`config.mk`:
```
export PLATFORM = sky130hd
export DESIGN_NAME = alu_cmd_issuer_flat
export DESIGN_NICKNAME = d
export VERILOG_FILES = /design/src/rtl/alu_pkg.sv /design/src/rtl/alu_cmd_issuer_if.sv /design/src/rtl/cmd_fifo.sv /design/src/rtl/alu_cmd_issuer.sv /design/src/flat_wrapper.sv
export SDC_FILE = /design/constraint.sdc
export NUM_CORES = 1
export LEC_CHECK = 0
export BUFFER_PORTS_ARGS = -buffer_cell sky130_fd_sc_hd__buf_2
export CORE_MARGIN = 1.5
export CORE_UTILIZATION = 58
export CTS_BUF_LIST = sky130_fd_sc_hd__clkbuf_8
export DETAILED_ROUTE_END_ITERATION = 10
export PLACE_DENSITY_LB_ADDON = 0.3
export SETUP_SLACK_MARGIN = 0.5
export SLEW_MARGIN = 5
export SYNTH_ARGS = -nofsm -noshare
export SYNTH_HDL_FRONTEND = slang
export SYNTH_SLANG_ARGS = --single-unit
```
`constraint.sdc`:
```
create_clock -name clk -period 2.2 [get_ports clk]
set_input_delay 0.22 -clock clk [delete_from_list [all_inputs] [get_ports clk]]
set_output_delay 0.22 -clock clk [all_outputs]
set_load 0.05 [all_outputs]
```
`src/rtl/alu_pkg.sv`:
```
// rtl/alu_pkg.sv - shared ALU operand width and opcode definitions
package alu_pkg;

  localparam int OPND_W = 8;
  localparam int OP_W   = 2;
  localparam int RES_W  = OPND_W + 1;

  typedef enum logic [OP_W-1:0] {
    OP_ADD = 2'd0,
    OP_SUB = 2'd1,
    OP_AND = 2'd2,
    OP_OR  = 2'd3
  } alu_op_e;

endpackage

```
`src/rtl/alu_cmd_issuer_if.sv`:
```
// rtl/alu_cmd_issuer_if.sv - command, ALU and result signals of the command issuer
interface alu_cmd_issuer_if #(
  parameter int DEPTH = 4,
  parameter int TAG_W = 4
);
  import alu_pkg::*;

  localparam int CNT_W = $clog2(DEPTH) + 1;

  logic              in_valid;
  logic              in_ready;
  logic [OPND_W-1:0] in_a;
  logic [OPND_W-1:0] in_b;
  logic [OP_W-1:0]   in_op;
  logic [TAG_W-1:0]  in_tag;
  logic              issue_en;
  logic [OPND_W-1:0] alu_a;
  logic [OPND_W-1:0] alu_b;
  logic [OP_W-1:0]   alu_op;
  logic [OPND_W-1:0] alu_res;
  logic              alu_carry;
  logic              res_valid;
  logic [RES_W-1:0]  res_data;
  logic [TAG_W-1:0]  res_tag;
  logic [CNT_W-1:0]  count;

  modport master (
    output in_valid, in_a, in_b, in_op, in_tag, issue_en, alu_res, alu_carry,
    input  in_ready, alu_a, alu_b, alu_op, res_valid, res_data, res_tag, count
  );

  modport slave (
    input  in_valid, in_a, in_b, in_op, in_tag, issue_en, alu_res, alu_carry,
    output in_ready, alu_a, alu_b, alu_op, res_valid, res_data, res_tag, count
  );

endinterface

```
`src/rtl/cmd_fifo.sv`:
```
// rtl/cmd_fifo.sv - circular command store with occupancy count
module cmd_fifo #(
  parameter int DEPTH = 4,
  parameter int W     = 22
) (
  input  logic                   clk,
  input  logic                   rst,
  input  logic                   i_push,
  input  logic [W-1:0]           i_data,
  input  logic                   i_pop,
  output logic [W-1:0]           o_data,
  output logic [$clog2(DEPTH):0] o_count
);
  localparam int PTR_W = $clog2(DEPTH);

  logic [W-1:0]     r_mem [DEPTH];
  logic [PTR_W-1:0] r_wr_ptr;
  logic [PTR_W-1:0] r_rd_ptr;
  logic [PTR_W:0]   r_count;

  // Pointers wrap naturally because DEPTH is a power of two.
  always_ff @(posedge clk) begin
    if (rst) begin
      r_wr_ptr <= '0;
      r_rd_ptr <= '0;
      r_count  <= '0;
    end else begin
      if (i_push) r_wr_ptr <= r_wr_ptr + PTR_W'(1);
      if (i_pop)  r_rd_ptr <= r_rd_ptr + PTR_W'(1);
      case ({i_push, i_pop})
        2'b10:   r_count <= r_count + (PTR_W+1)'(1);
        2'b01:   r_count <= r_count - (PTR_W+1)'(1);
        default: r_count <= r_count;
      endcase
    end
  end

  always_ff @(posedge clk) begin
    if (i_push && !rst) r_mem[r_wr_ptr] <= i_data;
  end

  assign o_data  = r_mem[r_rd_ptr];
  assign o_count = r_count;

endmodule

```
`src/rtl/alu_cmd_issuer.sv`:
```
// rtl/alu_cmd_issuer.sv - queues ALU commands, issues them in order and tags the registered results
module alu_cmd_issuer
  import alu_pkg::*;
#(
  parameter int DEPTH = 4,
  parameter int TAG_W = 4
) (
  input logic            clk,
  input logic            rst,
  alu_cmd_issuer_if.slave bus
);
  localparam int PAY_W = 2*OPND_W + OP_W + TAG_W;
  localparam int CNT_W = $clog2(DEPTH) + 1;

  logic              w_accept;
  logic              w_issue;
  logic [PAY_W-1:0]  w_head;
  logic [CNT_W-1:0]  w_count;
  logic [OPND_W-1:0] w_head_a;
  logic [OPND_W-1:0] w_head_b;
  logic [OP_W-1:0]   w_head_op;
  logic [TAG_W-1:0]  w_head_tag;
  logic              r_issued_q;
  logic [TAG_W-1:0]  r_tag_q;

  // in_ready comes from the registered count only, so a same-cycle issue never frees a slot early.
  assign bus.in_ready = (w_count < CNT_W'(DEPTH));
  assign w_accept     = bus.in_valid && bus.in_ready && !rst;
  assign w_issue      = (w_count != '0) && bus.issue_en && !rst;

  cmd_fifo #(
    .DEPTH (DEPTH),
    .W     (PAY_W)
  ) u_cmd_fifo (
    .clk     (clk),
    .rst     (rst),
    .i_push  (w_accept),
    .i_data  ({bus.in_tag, bus.in_op, bus.in_b, bus.in_a}),
    .i_pop   (w_issue),
    .o_data  (w_head),
    .o_count (w_count)
  );

  assign w_head_a   = w_head[OPND_W-1:0];
  assign w_head_b   = w_head[2*OPND_W-1:OPND_W];
  assign w_head_op  = w_head[2*OPND_W+OP_W-1:2*OPND_W];
  assign w_head_tag = w_head[PAY_W-1:2*OPND_W+OP_W];

  assign bus.alu_a  = w_issue ? w_head_a  : '0;
  assign bus.alu_b  = w_issue ? w_head_b  : '0;
  assign bus.alu_op = w_issue ? w_head_op : '0;

  // Mirrors the ALU's one-cycle output register so the tag lines up with its result.
  always_ff @(posedge clk) begin
    if (rst) begin
      r_issued_q <= 1'b0;
      r_tag_q    <= '0;
    end else begin
      r_issued_q <= w_issue;
      if (w_issue) r_tag_q <= w_head_tag;
    end
  end

  assign bus.res_valid = r_issued_q;
  assign bus.res_tag   = r_tag_q;
  assign bus.res_data  = {bus.alu_carry, bus.alu_res};
  assign bus.count     = w_count;

endmodule

```
`src/flat_wrapper.sv`:
```
// flat-port wrapper written by rule: the top's interface ports become plain ports
module alu_cmd_issuer_flat import alu_pkg::*;
#(
  parameter int DEPTH = 4,
  parameter int TAG_W = 4
)
  (clk, rst, bus_in_valid, bus_in_a, bus_in_b, bus_in_op, bus_in_tag, bus_issue_en, bus_alu_res, bus_alu_carry, bus_in_ready, bus_alu_a, bus_alu_b, bus_alu_op, bus_res_valid, bus_res_data, bus_res_tag, bus_count);
  alu_cmd_issuer_if #(.DEPTH(DEPTH), .TAG_W(TAG_W)) bus_i ();
  input logic clk;
  input logic rst;
  input wire logic [$bits(bus_i.in_valid)-1:0] bus_in_valid;
  input wire logic [$bits(bus_i.in_a)-1:0] bus_in_a;
  input wire logic [$bits(bus_i.in_b)-1:0] bus_in_b;
  input wire logic [$bits(bus_i.in_op)-1:0] bus_in_op;
  input wire logic [$bits(bus_i.in_tag)-1:0] bus_in_tag;
  input wire logic [$bits(bus_i.issue_en)-1:0] bus_issue_en;
  input wire logic [$bits(bus_i.alu_res)-1:0] bus_alu_res;
  input wire logic [$bits(bus_i.alu_carry)-1:0] bus_alu_carry;
  output wire logic [$bits(bus_i.in_ready)-1:0] bus_in_ready;
  output wire logic [$bits(bus_i.alu_a)-1:0] bus_alu_a;
  output wire logic [$bits(bus_i.alu_b)-1:0] bus_alu_b;
  output wire logic [$bits(bus_i.alu_op)-1:0] bus_alu_op;
  output wire logic [$bits(bus_i.res_valid)-1:0] bus_res_valid;
  output wire logic [$bits(bus_i.res_data)-1:0] bus_res_data;
  output wire logic [$bits(bus_i.res_tag)-1:0] bus_res_tag;
  output wire logic [$bits(bus_i.count)-1:0] bus_count;
  assign bus_i.in_valid = bus_in_valid;
  assign bus_i.in_a = bus_in_a;
  assign bus_i.in_b = bus_in_b;
  assign bus_i.in_op = bus_in_op;
  assign bus_i.in_tag = bus_in_tag;
  assign bus_i.issue_en = bus_issue_en;
  assign bus_i.alu_res = bus_alu_res;
  assign bus_i.alu_carry = bus_alu_carry;
  assign bus_in_ready = bus_i.in_ready;
  assign bus_alu_a = bus_i.alu_a;
  assign bus_alu_b = bus_i.alu_b;
  assign bus_alu_op = bus_i.alu_op;
  assign bus_res_valid = bus_i.res_valid;
  assign bus_res_data = bus_i.res_data;
  assign bus_res_tag = bus_i.res_tag;
  assign bus_count = bus_i.count;
  alu_cmd_issuer #(.DEPTH(DEPTH), .TAG_W(TAG_W)) u_core (.clk(clk), .rst(rst), .bus(bus_i));
endmodule
```
==> metrics.txt <==
vias in the first global route=roughly 2200; clock network fraction of total power=a little over a quarter; Synth Warn #=0; Ant. Diodes=0; largest net degree at the start of global routing=23; Top FF cell, synth=edfxtp_1; Tot GR Track Use=~20%; Die ar.=around 7600 sq um; Clock Latency Late Sink=~0.34 ns; Max transition margin=81.9%; Sum Neg Setup Slack=0 ns; Max-Cap Viols=0; post-route ant nets=0; Clock Pin Slew Worst Setup and Hold Paths=0.09 ns; dominant cell type by area after synthesis=edfxtp_1; Synth area leaders=edfxtp_1 65%, mux4_1 9.6%, dfxtp_1 6.8%; total power=about 0.0038 W; Leak Pwr=1.79 nW; Post-DP Area=between 4000 and 5000 sq um; critical path endpoint category=output port; clock buffer depth=2; Slew Limit Fails=0; RSZ-0062 raised after global routing=yes; TritonCTS clock tree=done; nets@finish=323; Die W=between 80 and 90 microns; CP Data Required Time=about 2.0 ns; Cell Pwr Density=746 nW/um^2; Placer Congestion=~0.79; # fillers=between 400 and 500; first-pass GRT wire length=11200 microns; met2 GRT Util=between 30 and 40%; Vias/cell=approximately 5.4; switching share of power=between 20% and 30%; DP Wirelength=approximately 4100 microns; worst-path fanout max=8; outcome=complete, no violations; fin crit period=slightly above 2 ns; startpoint types=flop; Worst-Margin Slew=approximately 0.27 ns; share of cells above drive strength 1=roughly 54%; met1 GRT Util=25.9%; endpoints failing setup=0; Placeable Area=about 6800 sq um; number of synthesized flops with an enable pin=88; CTS Sinks=roughly 100; Synth Area per Inst=roughly 19 sq um; HP Class=in2reg; sequential power share=roughly 58%; Die H=87.0 microns; kind of critical path=reg2out; Syn Nets=~250; Root Driver=clkbuf_8; initial core utilization=60.3%; htree depth=3; Logic pwr share=between 10% and 20%; Yosys reg bits=~100; grt peak-use layer=met2; clock buffer count from CTS=9; CP Data Arrival Time=roughly 1.8 ns; Post-Syn Instances=~210; via count=between 2000 and 2500; routed len/inst=19.2 microns; I/O pin cnt=71; Tcrit/Tclk final=around 90%; Finished Cell Area=5050 sq um; fmax=just under 500 MHz; Remaining DRCs=0; skew final=around 0.0094 ns; Yosys cell types=32; Post-synth ARST share=0%; initial antenna violation count=0; GRT met3 Usage=between 4 and 5%; GRT overflow=0; Seq/Total Area, Yosys=between 70% and 80%; internal power=~0.0028 W; multi-input logic area=~1100 sq um; Hold Fails Final Rpt=0; Mapped Area=a little over 4000 sq um; final wirelength=about 7300 microns; Area Overhead vs Synth=23.3%; num rows=30; NetSw=around 0.00094 W; Sequential Area=between 2000 and 3000 sq um; drt first-iter violations=~100; port bufs=52; VDD IR-drop max=between 0.6 and 0.7 mV; top-area cell type share of the netlist area=between 60% and 70%; drt pass-1 iters=4
==> stage by stage <==
step	hold slack, ns	utilization [%]	worst slack (ns)	instances
finish	0.0848	74.3	0.172	383
global route	0.0764	74.3	0.126	383
CTS	0.0650	73.4	0.127	382
detailed placement	0.437	66.9	0.224	355
global placement	0.431	66.9	0.274	355
floorplan	0.319	-	0.287	213
==> registers in the layout (all words and copies together) (netlist names), named ones only <==
register and cells:
u_core.u_cmd_fifo.r_rd_ptr 2, u_core.bus.res_tag 4, u_core.u_cmd_fifo.r_wr_ptr 2, u_core.bus.res_valid 1, u_core.u_cmd_fifo.o_count 3, u_core.u_cmd_fifo.r_mem 88
==> layer usage <==
layer	share of wire [%]	vias to the layer above
li1	-	958
met1	43	1038
met2	51	50
met3	3.7	11
met4	2.0	0
met5	0	-
==> final timing paths <==
check	depth (start not counted)	slack (ns)	startpoint	to
setup / recovery	4	0.17	flop	bus_alu_a[3]
hold / removal	1	0.08	bus_in_b[6]	u_core.u_cmd_fifo.r_mem[3][14]
setup reg to reg	9	0.38	u_core.u_cmd_fifo.o_count[2]	u_core.u_cmd_fifo.o_count[2]
hold reg to reg	1	0.47	u_core.u_cmd_fifo.r_rd_ptr[1]	flop
==> critical path, stage by stage (launching register included) <==
cell and delay (ns):
dfxtp_4 0.42, buf_16 0.16, mux4_2 0.52, and3_4 0.22, buf_6 0.15
==> cell usage after synthesis, drive strengths merged (3+ instances only) <==
master   n
inv      9
and3    18
mux4    22
nor2     4
buf     14
or3      3
dfxtp   14
clkbuf   4
ha       5
mux2     4
edfxtp  88
a21oi    4
and2     4
nor2b    5
==> cell usage in the layout, fill, tap and decap left out, types with 5 or more instances in the layout <==
cell / n
and3_4: 18
buf_2: 34
buf_4: 12
buf_6: 16
buf_8: 8
clkbuf_8: 9
dfxtp_1: 9
edfxtp_1: 88
inv_1: 8
mux4_2: 21
nor2b_1: 5
==> logic make-up after synthesis <==
| logic type | share of synthesized area (%) |
|---|---|
| AOI/OAI and AO/OA | 0.917 |
| xor gates and xnor gates | 0.642 |
| adders and majority gates | 2.02 |
| buffers and inverters | 3.73 |
| DFF | 71.4 |
| muxes | 14.8 |
| and+or+nand+nor | 6.48 |
==> what timing repair did <==
item                       in CTS  in global routing
setup endpoints to repair      20                 62
pin swaps                       7                  0
buffers inserted               10                  0
hold buffers                    0                  0
resized for setup              63                 29
gates cloned                    1                  1
==> power by group through the flow <==
stage          clock (W)  combinational [W]  sequential (W)
6_report        0.000989           0.000579         0.00220
5_1_grt          0.00107           0.000618         0.00220
4_1_cts          0.00100           0.000549         0.00219
3_5_place_dp           0           0.000468         0.00224
3_3_place_gp           0           0.000459         0.00224
2_1_floorplan          0           0.000315         0.00229
==> cell type report <==
type                    instances  share of cell area, %
inverters                       9                  0.669
flip-flops and latches        102                   58.2
multi-input cells              84                   21.7
repair buffers                 76                   13.7
clock inverters                 7                  0.818
clock buffers                   9                   2.45
well taps                      96                   2.38
No activity file was read; power rests on OpenSTA's default activity.
